===== src/rtl/sevenseg_capture.sv =====
// Seven-segment display snooper: samples a multiplexed anode/cathode bus,
// waits for each pattern to dwell for STABLE_CYCLES samples, then decodes it
// into per-position digit values with frame, error and stall indications.
module sevenseg_capture #(
  parameter int STABLE_CYCLES = 3,
  parameter int STALL_CYCLES  = 50
) (
  input  logic       clk,
  input  logic       reset,
  input  logic [6:0] cathodes,
  input  logic [7:0] anodes,
  output logic [3:0] digit0,
  output logic [3:0] digit1,
  output logic [3:0] digit2,
  output logic [3:0] digit3,
  output logic [3:0] digit_valid,
  output logic       frame_done,
  output logic       seg_error,
  output logic       scan_stall
);

  localparam logic [3:0]  STAB_MAX  = 4'(STABLE_CYCLES);
  localparam logic [3:0]  STAB_FIRE = 4'(STABLE_CYCLES - 1);
  localparam logic [15:0] STALL_MAX = 16'(STALL_CYCLES);

  localparam logic [1:0] AN_IDLE = 2'd0;
  localparam logic [1:0] AN_SEL  = 2'd1;
  localparam logic [1:0] AN_ILL  = 2'd2;

  // Active-low segment pattern (g..a) to {legal, value}; blank reads as 4'hF.
  function automatic logic [4:0] seg_decode(input logic [6:0] c);
    logic [4:0] r;
    case (c)
      7'b1000000: r = {1'b1, 4'd0};
      7'b1111001: r = {1'b1, 4'd1};
      7'b0100100: r = {1'b1, 4'd2};
      7'b0110000: r = {1'b1, 4'd3};
      7'b0011001: r = {1'b1, 4'd4};
      7'b0010010: r = {1'b1, 4'd5};
      7'b0000010: r = {1'b1, 4'd6};
      7'b1111000: r = {1'b1, 4'd7};
      7'b0000000: r = {1'b1, 4'd8};
      7'b0010000: r = {1'b1, 4'd9};
      7'b1111111: r = {1'b1, 4'hF};
      default:    r = {1'b0, 4'h0};
    endcase
    return r;
  endfunction

  // Active-low anode pattern to {kind, selected position}.
  function automatic logic [3:0] an_classify(input logic [7:0] a);
    logic [3:0] r;
    case (a)
      8'hFF:   r = {AN_IDLE, 2'd0};
      8'hFE:   r = {AN_SEL,  2'd0};
      8'hFD:   r = {AN_SEL,  2'd1};
      8'hFB:   r = {AN_SEL,  2'd2};
      8'hF7:   r = {AN_SEL,  2'd3};
      default: r = {AN_ILL,  2'd0};
    endcase
    return r;
  endfunction

  logic [7:0]  an_p0, an_p1;
  logic [6:0]  cath_p0, cath_p1;
  logic [3:0]  stab_cnt;
  logic [15:0] stall_cnt;
  logic [3:0]  seen;

  logic        changed;
  logic [3:0]  stab_next;
  logic        fire;
  logic [1:0]  an_kind;
  logic [1:0]  an_idx;
  logic        seg_ok;
  logic [3:0]  seg_val;
  logic        cap_legal;
  logic        cap_undec;
  logic        cap_ill;
  logic [3:0]  cap_onehot;

  // ---- stage p0: pin sample; stage p1: previous sample for the dwell compare
  // Sample the pins and keep the prior sample; reset parks both at inactive.
  always_ff @(posedge clk or posedge reset) begin
    if (reset) begin
      an_p0    <= '1;
      cath_p0  <= '1;
      an_p1    <= '1;
      cath_p1  <= '1;
      stab_cnt <= '0;
    end else begin
      an_p0    <= anodes;
      cath_p0  <= cathodes;
      an_p1    <= an_p0;
      cath_p1  <= cath_p0;
      stab_cnt <= stab_next;
    end
  end

  // Dwell tracking: fire once when the counter lands on STABLE_CYCLES-1.
  // The decode reads the p0 sample, which equals p1 whenever a dwell of more
  // than one sample completes, so a pin change on the capture edge only
  // starts the next dwell.
  always_comb begin
    changed = (an_p0 != an_p1) || (cath_p0 != cath_p1);
    if (changed)
      stab_next = '0;
    else if (stab_cnt < STAB_MAX)
      stab_next = stab_cnt + 4'd1;
    else
      stab_next = stab_cnt;
    fire = (stab_next == STAB_FIRE) && (changed || (stab_cnt != STAB_FIRE));
    {an_kind, an_idx} = an_classify(an_p0);
    {seg_ok, seg_val} = seg_decode(cath_p0);
    cap_legal  = fire && (an_kind == AN_SEL) && seg_ok;
    cap_undec  = fire && (an_kind == AN_SEL) && !seg_ok;
    cap_ill    = fire && (an_kind == AN_ILL);
    cap_onehot = 4'b0001 << an_idx;
  end

  // ---- stage p2: captured results
  // Store the decoded value at the selected position on a legal capture.
  always_ff @(posedge clk or posedge reset) begin
    if (reset) begin
      digit0 <= '0;
      digit1 <= '0;
      digit2 <= '0;
      digit3 <= '0;
    end else if (cap_legal) begin
      case (an_idx)
        2'd0:    digit0 <= seg_val;
        2'd1:    digit1 <= seg_val;
        2'd2:    digit2 <= seg_val;
        default: digit3 <= seg_val;
      endcase
    end
  end

  // Valid bits follow the most recent capture outcome at each position.
  always_ff @(posedge clk or posedge reset) begin
    if (reset)
      digit_valid <= '0;
    else if (cap_legal)
      digit_valid <= digit_valid | cap_onehot;
    else if (cap_undec)
      digit_valid <= digit_valid & ~cap_onehot;
  end

  // One-cycle error pulse for an undecodable segment or illegal anode dwell.
  always_ff @(posedge clk or posedge reset) begin
    if (reset)
      seg_error <= 1'b0;
    else
      seg_error <= cap_undec || cap_ill;
  end

  // Seen mask: a full mask pulses frame_done and restarts the mask, keeping
  // any capture that lands on the restart edge.
  always_ff @(posedge clk or posedge reset) begin
    if (reset) begin
      seen       <= '0;
      frame_done <= 1'b0;
    end else if (seen == 4'hF) begin
      seen       <= cap_legal ? cap_onehot : 4'h0;
      frame_done <= 1'b1;
    end else begin
      seen       <= seen | (cap_legal ? cap_onehot : 4'h0);
      frame_done <= 1'b0;
    end
  end

  // Stall counter saturates at the threshold; the flag is registered from it.
  always_ff @(posedge clk or posedge reset) begin
    if (reset) begin
      stall_cnt  <= '0;
      scan_stall <= 1'b0;
    end else begin
      if (cap_legal)
        stall_cnt <= '0;
      else if (stall_cnt < STALL_MAX)
        stall_cnt <= stall_cnt + 16'd1;
      scan_stall <= (stall_cnt >= STALL_MAX);
    end
  end

endmodule


===== config.mk =====
export PLATFORM = sky130hd
export DESIGN_NAME = sevenseg_capture
export DESIGN_NICKNAME = d
export VERILOG_FILES = /design/src/rtl/sevenseg_capture.sv
export SDC_FILE = /design/constraint.sdc
export NUM_CORES = 1
export LEC_CHECK = 0
export ABC_AREA = 1
export BUFFER_PORTS_ARGS = -buffer_cell sky130_fd_sc_hd__buf_2
export CORE_MARGIN = 5
export CORE_UTILIZATION = 51
export CTS_CLUSTER_DIAMETER = 50
export DETAILED_ROUTE_END_ITERATION = 12
export MAX_ROUTING_LAYER = met4
export PLACE_DENSITY = 0.71
export SETUP_SLACK_MARGIN = 0.4
export SYNTH_ARGS = -nofsm -noshare
export SYNTH_HDL_FRONTEND = slang
export SYNTH_SLANG_ARGS = --single-unit

===== constraint.sdc =====
create_clock -name clk -period 6.5 [get_ports clk]
set_input_delay 0.65 -clock clk [delete_from_list [all_inputs] [get_ports clk]]
set_output_delay 0.65 -clock clk [all_outputs]
set_load 0.005 [all_outputs]

==> results of run 1 <==
[critical path: stages (launching register included)]
cell and delay [ns]:
dfstp_2 0.57, nand4_1 0.16, nor4_1 0.81, nand3_1 0.37, nand2_1 0.16, nand2_1 0.05
[final timing paths]
path                       slack [ns]  cells past startpoint                from                        to
setup / recovery                 4.26                      5  an_p0[7]$_DFF_PP1_     digit1[3]$_DFFE_PP0P_
hold / removal                   0.38                      0  an_p0[4]$_DFF_PP1_        an_p1[4]$_DFF_PP1_
setup reg to reg                 4.26                      5  an_p0[7]$_DFF_PP1_     digit1[3]$_DFFE_PP0P_
hold reg to reg                  0.38                      0  an_p0[4]$_DFF_PP1_        an_p1[4]$_DFF_PP1_
max in group asynchronous        5.32                      3               reset     stab_cnt[0]$_DFF_PP0_
min in group asynchronous        0.57                      3               reset  stall_cnt[5]$_DFFE_PP0P_
[power by group through the flow]
stage	logic (W)	registers (W)	clock network (W)
detailed placement	0.0000408	0.000514	0
finish	0.0000398	0.000505	0.000355
global placement	0.0000402	0.000513	0
global route	0.0000475	0.000507	0.000384
CTS	0.0000410	0.000505	0.000367
floorplan	0.0000288	0.000512	0
[placed cells by master, fill, tap and decap left out, types with 4 or more instances in the layout]
master and n:
inv_2 10, a21oi_1 5, nand4_1 17, clkbuf_8 9
ha_1 4, nand3_1 17, dfstp_2 30, dfrtp_1 47
inv_1 63, nand2_1 114, o21ai_0 10, nor2_2 4
buf_2 39, nor2_1 38, nor3_1 7
[per-stage QoR]
| step | hold WS, ns | instances | cell area [um2] | setup slack [ns] |
|---|---|---|---|---|
| after CTS | 0.364 | 519 | 3860 | 4.33 |
| after global placement | 0.371 | 503 | 3670 | 4.40 |
| final | 0.376 | 519 | 3860 | 4.26 |
| after global routing | 0.369 | 519 | 3860 | 4.13 |
| after floorplan | 0.367 | 389 | 3400 | 3.93 |
| after detailed placement | 0.373 | 503 | 3670 | 4.36 |
[sequential cells by signal (all words and copies together) (netlist names), named ones only]
signal      cells
digit1          4
cath_p1         7
stall_cnt      16
stab_cnt        4
digit0          4
frame_done      1
seg_error       1
scan_stall      1
an_p0           8
cath_p0         7
digit2          4
digit3          4
an_p1           8
seen            4
[cell type report]
type / count / area, um2 / area share, %
tap: 77 / 96.3 / 2.49
clock inverter: 5 / 60.1 / 1.55
sequential: 77 / 1960 / 50.8
timing repair buffer: 40 / 203 / 5.25
clock buffer: 11 / 131 / 3.40
inverter: 73 / 274 / 7.09
multi-input combinational: 236 / 1130 / 29.4
[kinds of logic (layout without fill, tap and decap cells)]
| kind of cell | count (synthesis) | after routing | share of synthesized area [%] |
|---|---|---|---|
| simple gates | 209 | 209 | 28.0 |
| buf+inv | 76 | 129 | 8.77 |
| fa+ha+maj | 4 | 4 | 1.47 |
| xor+xnor | 3 | 3 | 0.774 |
| compound gates | 20 | 20 | 3.20 |
| flops | 77 | 77 | 57.8 |
[layer usage]
| layer | part of all wire [%] | vias to the layer above |
|---|---|---|
| met2 | 46 | 48 |
| met4 | 1.7 | 0 |
| met1 | 47 | 1148 |
| met3 | 4.8 | 9 |
| met5 | 0 | - |
| li1 | - | 1300 |
==> metrics, run 1 <==
status complete, no violations; top_reg_cell synth dfrtp_1; DP HPWL 4.46 mm; Crit path required time 6.74 ns; YS warnings 0; GRT Util Overall 16.9%; Reg clk slew, reported paths 0.08 ns; DRT iter0 DRCs 139; # diodes 0; Remaining Overflow, GRT 0; pwr dens 233 mW/mm2; P_int 0.000688 W; grt peak-use layer met2; Relative slew margins 30.3%; Area Overhead vs Synth 13.7%; Synth Net Count 410; combinational share of power 4.4%; Seq cells post-synth 77; crit-path max FO 6; Core Rows 29; Tightest Pin Transition 1.04 ns; largest net degree at the start of global routing 78; routed len/inst 12.1 um; clock latency on the worst-skew pair 0.35 ns; die width 91.6 um; root buf cell clkbuf_8; drt first pass iters 4; drt drc 0; Post-Route Utilization 60.2%; die area 0.00839 mm2; Pwr Total 0.000900 W; worst hold path class flip-flop to flip-flop; Die Ht 91.6 um; starting density of the core 52.9%; cell with the most instances after synthesis nand2_1; Post-Syn Area per Cell 8.73 um2; H-tree Lvls 3; Post-synth EDFFs 0; count of different cell masters after synthesis 30; clk_skew 0.0118 ns; post-synth top area cell dfrtp_1; Tmin final 2.24 ns; global-route met3 utilization 4.26%; Ports 40; CP Launch Type flip-flop; via density per instance 4.83; max cap viols 0; Post-CTS Resized 0; Yosys top cell area share 34.6%; GP Congestion 0.837; Slew Viols, Final 0; Area contributors post-synth dfrtp_1, dfstp_2, nand2_1, inv_1, nor2_1; Final Hold Viols 0; CTS Buf Count 9; met2 Resource Use GR 25.2%; sequential area share after synthesis 57.8%; ANT nets after route 0; Sw Pwr 0.000212 W; Period Utilization, post-route 34.5%; fmax 0.446 GHz; Critical Path AT 2.48 ns; RSZ-0062 raised after global routing false; Fillers 564; maximum vdd drop 0.130 mV; switching portion of total power 23.6%; vias after detailed routing 2,505; postcts setup bufs 0; Post-Syn Area 0.00340 mm2; global-route wire length before repair 11.0 mm; vias in the first global route 2,385; commonest cells in the netlist nand2_1, inv_1, dfrtp_1; FFs w/ async S/R, synth 100%; Pleak 2.13 nW; Clk pwr share 39.4%; final net count 458; final setup TNS 0 ns; Critical Path End Type flip-flop; Hold Buf Count CTS 0; sequential share of power 56.1%; WL final 6.27 mm; initial antenna violation count 0; Syn Inst Count 389; ratio of cells with drive above 1 in the final layout 23.8%; Final setup violation count 0; CTS sink cnt 77; Buffers on Ports 39; core area 0.00642 mm2; deepest clock path buffer count 2; met1 GRT Util 22.0%; CTS tree yes; WS Path Type flip-flop to flip-flop
(Power assumes the default switching activity.)
==> run 2, diff against run 1 <==
==> constraint.sdc (replaced) <==
create_clock -name clk -period 2.25 [get_ports clk]
set_input_delay 0.225 -clock clk [delete_from_list [all_inputs] [get_ports clk]]
set_output_delay 0.225 -clock clk [all_outputs]
set_load 0.005 [all_outputs]
==> run 2 against run 1 <==
Compared with the run above:
- sequential share of layout area is 7.4 points lower
- clock skew is 0.00081 ns higher
- critical path depth is 6 higher
- global-route usage increased by 2.0 points
- sequential cell count stayed put
- power grew to 3.0 times the previous value
- clock power increased to 3.0 times the previous value
- register-to-register slack worse by 3.9 ns
- wire length up 20%
- fmax grew 16%
- critical endpoint is now stall_cnt[9]$_DFFE_PP0P_
- highest routed layer unchanged
==> metrics, run 2 (synthesis gave the netlist of run 1 again) <==
Tightest Pin Transition 0.833 ns (-0.203 ns); Core Rows 29 (unchanged); max cap viols 0 (unchanged); vias in the first global route 2,750 (+15%); Tmin final 1.93 ns (-0.310 ns); crit-path max FO 7 (+1); Pwr Total 0.00271 W (+200%); CTS Buf Count 9 (unchanged); Crit path required time 2.50 ns (-4.24 ns); clk_skew 0.0126 ns (+0.000809 ns); final net count 508 (+11%); ratio of cells with drive above 1 in the final layout 37.2% (+13 points); DRT iter0 DRCs 221 (+59%); RSZ-0062 raised after global routing true; Reg with most FFs stall_cnt; H-tree Lvls 3 (unchanged); GP Congestion 0.808 (-3.4%); DP HPWL 4.71 mm (+5.5%); met1 GRT Util 23.5% (+1.5 points); routed len/inst 13.2 um (+9.5%); largest net degree at the start of global routing 46 (-41%); worst hold path class flip-flop to flip-flop; switching portion of total power 24.6% (+1.1 points); most frequent cells in the layout nand2_1, inv_1, dfrtp_1, buf_2, dfstp_2; Sw Pwr 0.000669 W (+220%); via density per instance 4.99 (+3.4%); Final WS setup 0.316 ns (-3.94 ns); biggest regs stall_cnt: 16 flops, an_p0: 8 flops, an_p1: 8 flops; max FFs per register 16 (unchanged); starting density of the core 52.9% (unchanged); WL final 7.53 mm (+20%); drt first pass iters 5 (+1); die area 0.00839 mm2 (unchanged); R2R Setup Slk 0.32 ns (-3.94 ns); core area 0.00642 mm2 (unchanged); Remaining Overflow, GRT 0 (unchanged); GRT Util Overall 18.9% (+2.0 points); die width 91.6 um (unchanged); maximum vdd drop 0.458 mV (+250%); # diodes 0 (unchanged); Final setup violation count 0 (unchanged); commonest non-fill, non-tap cell in the layout nand2_1; Relative slew margins 44.0% (+14 points); Reg clk slew, reported paths 0.09 ns (about the same); Clk pwr share 38.8% (-0.6 points); CTS sink cnt 77 (unchanged); status complete, no violations; CP Launch Type flip-flop; root buf cell clkbuf_8; grt peak-use layer met2; Area Overhead vs Synth 33.1%; Fillers 479 (-15%); WS Path Type flip-flop to flip-flop; CTS tree yes; pre-CTS setup slack 0.251 ns (-4.10 ns); Die Ht 91.6 um (unchanged); fmax 0.517 GHz (+16%); combinational share of power 7.4% (+3.0 points); drt drc 0 (unchanged); Ports 40 (unchanged); P_int 0.00204 W (+200%); met2 Resource Use GR 30.8% (+5.6 points); Critical Path AT 2.18 ns (-0.30 ns); global-route met3 utilization 3.68% (-0.57 points); Pleak 2.41 nW (+13%); vias after detailed routing 2,839 (+13%); global-route wire length before repair 12.4 mm (+13%); Final Hold Viols 0 (unchanged); deepest clock path buffer count 2 (unchanged); Critical Path End Type flip-flop; final setup TNS 0 ns (unchanged); clock latency on the worst-skew pair 0.35 ns (about the same); Period Utilization, post-route 86.0% (+51 points); initial antenna violation count 0 (unchanged); pwr dens 600 mW/mm2 (+160%); Buffers on Ports 39 (unchanged); ANT nets after route 0 (unchanged); Slew Viols, Final 0 (unchanged); sequential share of power 53.8% (-2.3 points)
run 2: critical path, cell delays in order (launching register included):
cell and delay [ns]:
dfstp_2 0.56, inv_2 0.05, nand2_1 0.05, nand2_1 0.07, nor2_2 0.13, nand2_2 0.09, nor2_4 0.14, nand4_4 0.12
nor2_4 0.26, nand2_4 0.13, clkinvlp_4 0.17, nor2_1 0.06
run 2: through the flow:
stage | cells | util [%] | hold slack, ns | cell area [um2]
2_1_floorplan | 389 | - | 0.229 | 3400
6_report | 569 | 70.4 | 0.388 | 4520
3_5_place_dp | 506 | 57.8 | 0.331 | 3710
4_1_cts | 557 | 66.3 | 0.389 | 4260
5_1_grt | 569 | 70.4 | 0.393 | 4520
3_3_place_gp | 506 | 57.8 | 0.330 | 3710
run 2: final cells by class:
type,instances,area (um2),share of cell area [%]
clock buffer,9,124,2.74
clock inverter,7,72.6,1.60
inverter,73,285,6.31
multi-input combinational,237,1340,29.6
sequential,77,1960,43.4
tap,77,96.3,2.13
timing repair buffer,88,634,14.0
timing repair inverter,1,7.51,0.166
run 2: metal layers:
metal	share of wire, %	wire, um
met5	0	0
met4	1.1	83
met3	5.1	386
met2	51	3860
met1	43	3200
run 2: final timing paths:
check | from | endpoint | cells past startpoint
min in group asynchronous | reset | stab_cnt[0]$_DFF_PP0_ | 3
min reg2reg | an_p0[5]$_DFF_PP1_ | an_p1[5]$_DFF_PP1_ | 0
max in group asynchronous | reset | cath_p1[0]$_DFF_PP1_ | 4
max | cath_p0[0]$_DFF_PP1_ | stall_cnt[9]$_DFFE_PP0P_ | 11
max reg2reg | cath_p0[0]$_DFF_PP1_ | stall_cnt[9]$_DFFE_PP0P_ | 11
min | an_p0[5]$_DFF_PP1_ | an_p1[5]$_DFF_PP1_ | 0
run 2: repair_timing:
item | in CTS | in global routing
hold endpoints to repair | 18 | 0
buffers inserted | 18 | 11
cloned | 1 | 1
hold buffers | 16 | 0
gates resized for setup | 15 | 52
endpoints found under the setup margin | 37 | 44
pin swaps | 2 | 17
run 2: power groups by stage:
stage	Sequential (W)	Clock (W)	Combinational, W
floorplan	0.00148	0	0.0000836
global placement	0.00148	0	0.000121
detailed placement	0.00149	0	0.000122
CTS	0.00146	0.00107	0.000169
global route	0.00146	0.00113	0.000226
finish	0.00146	0.00105	0.000202
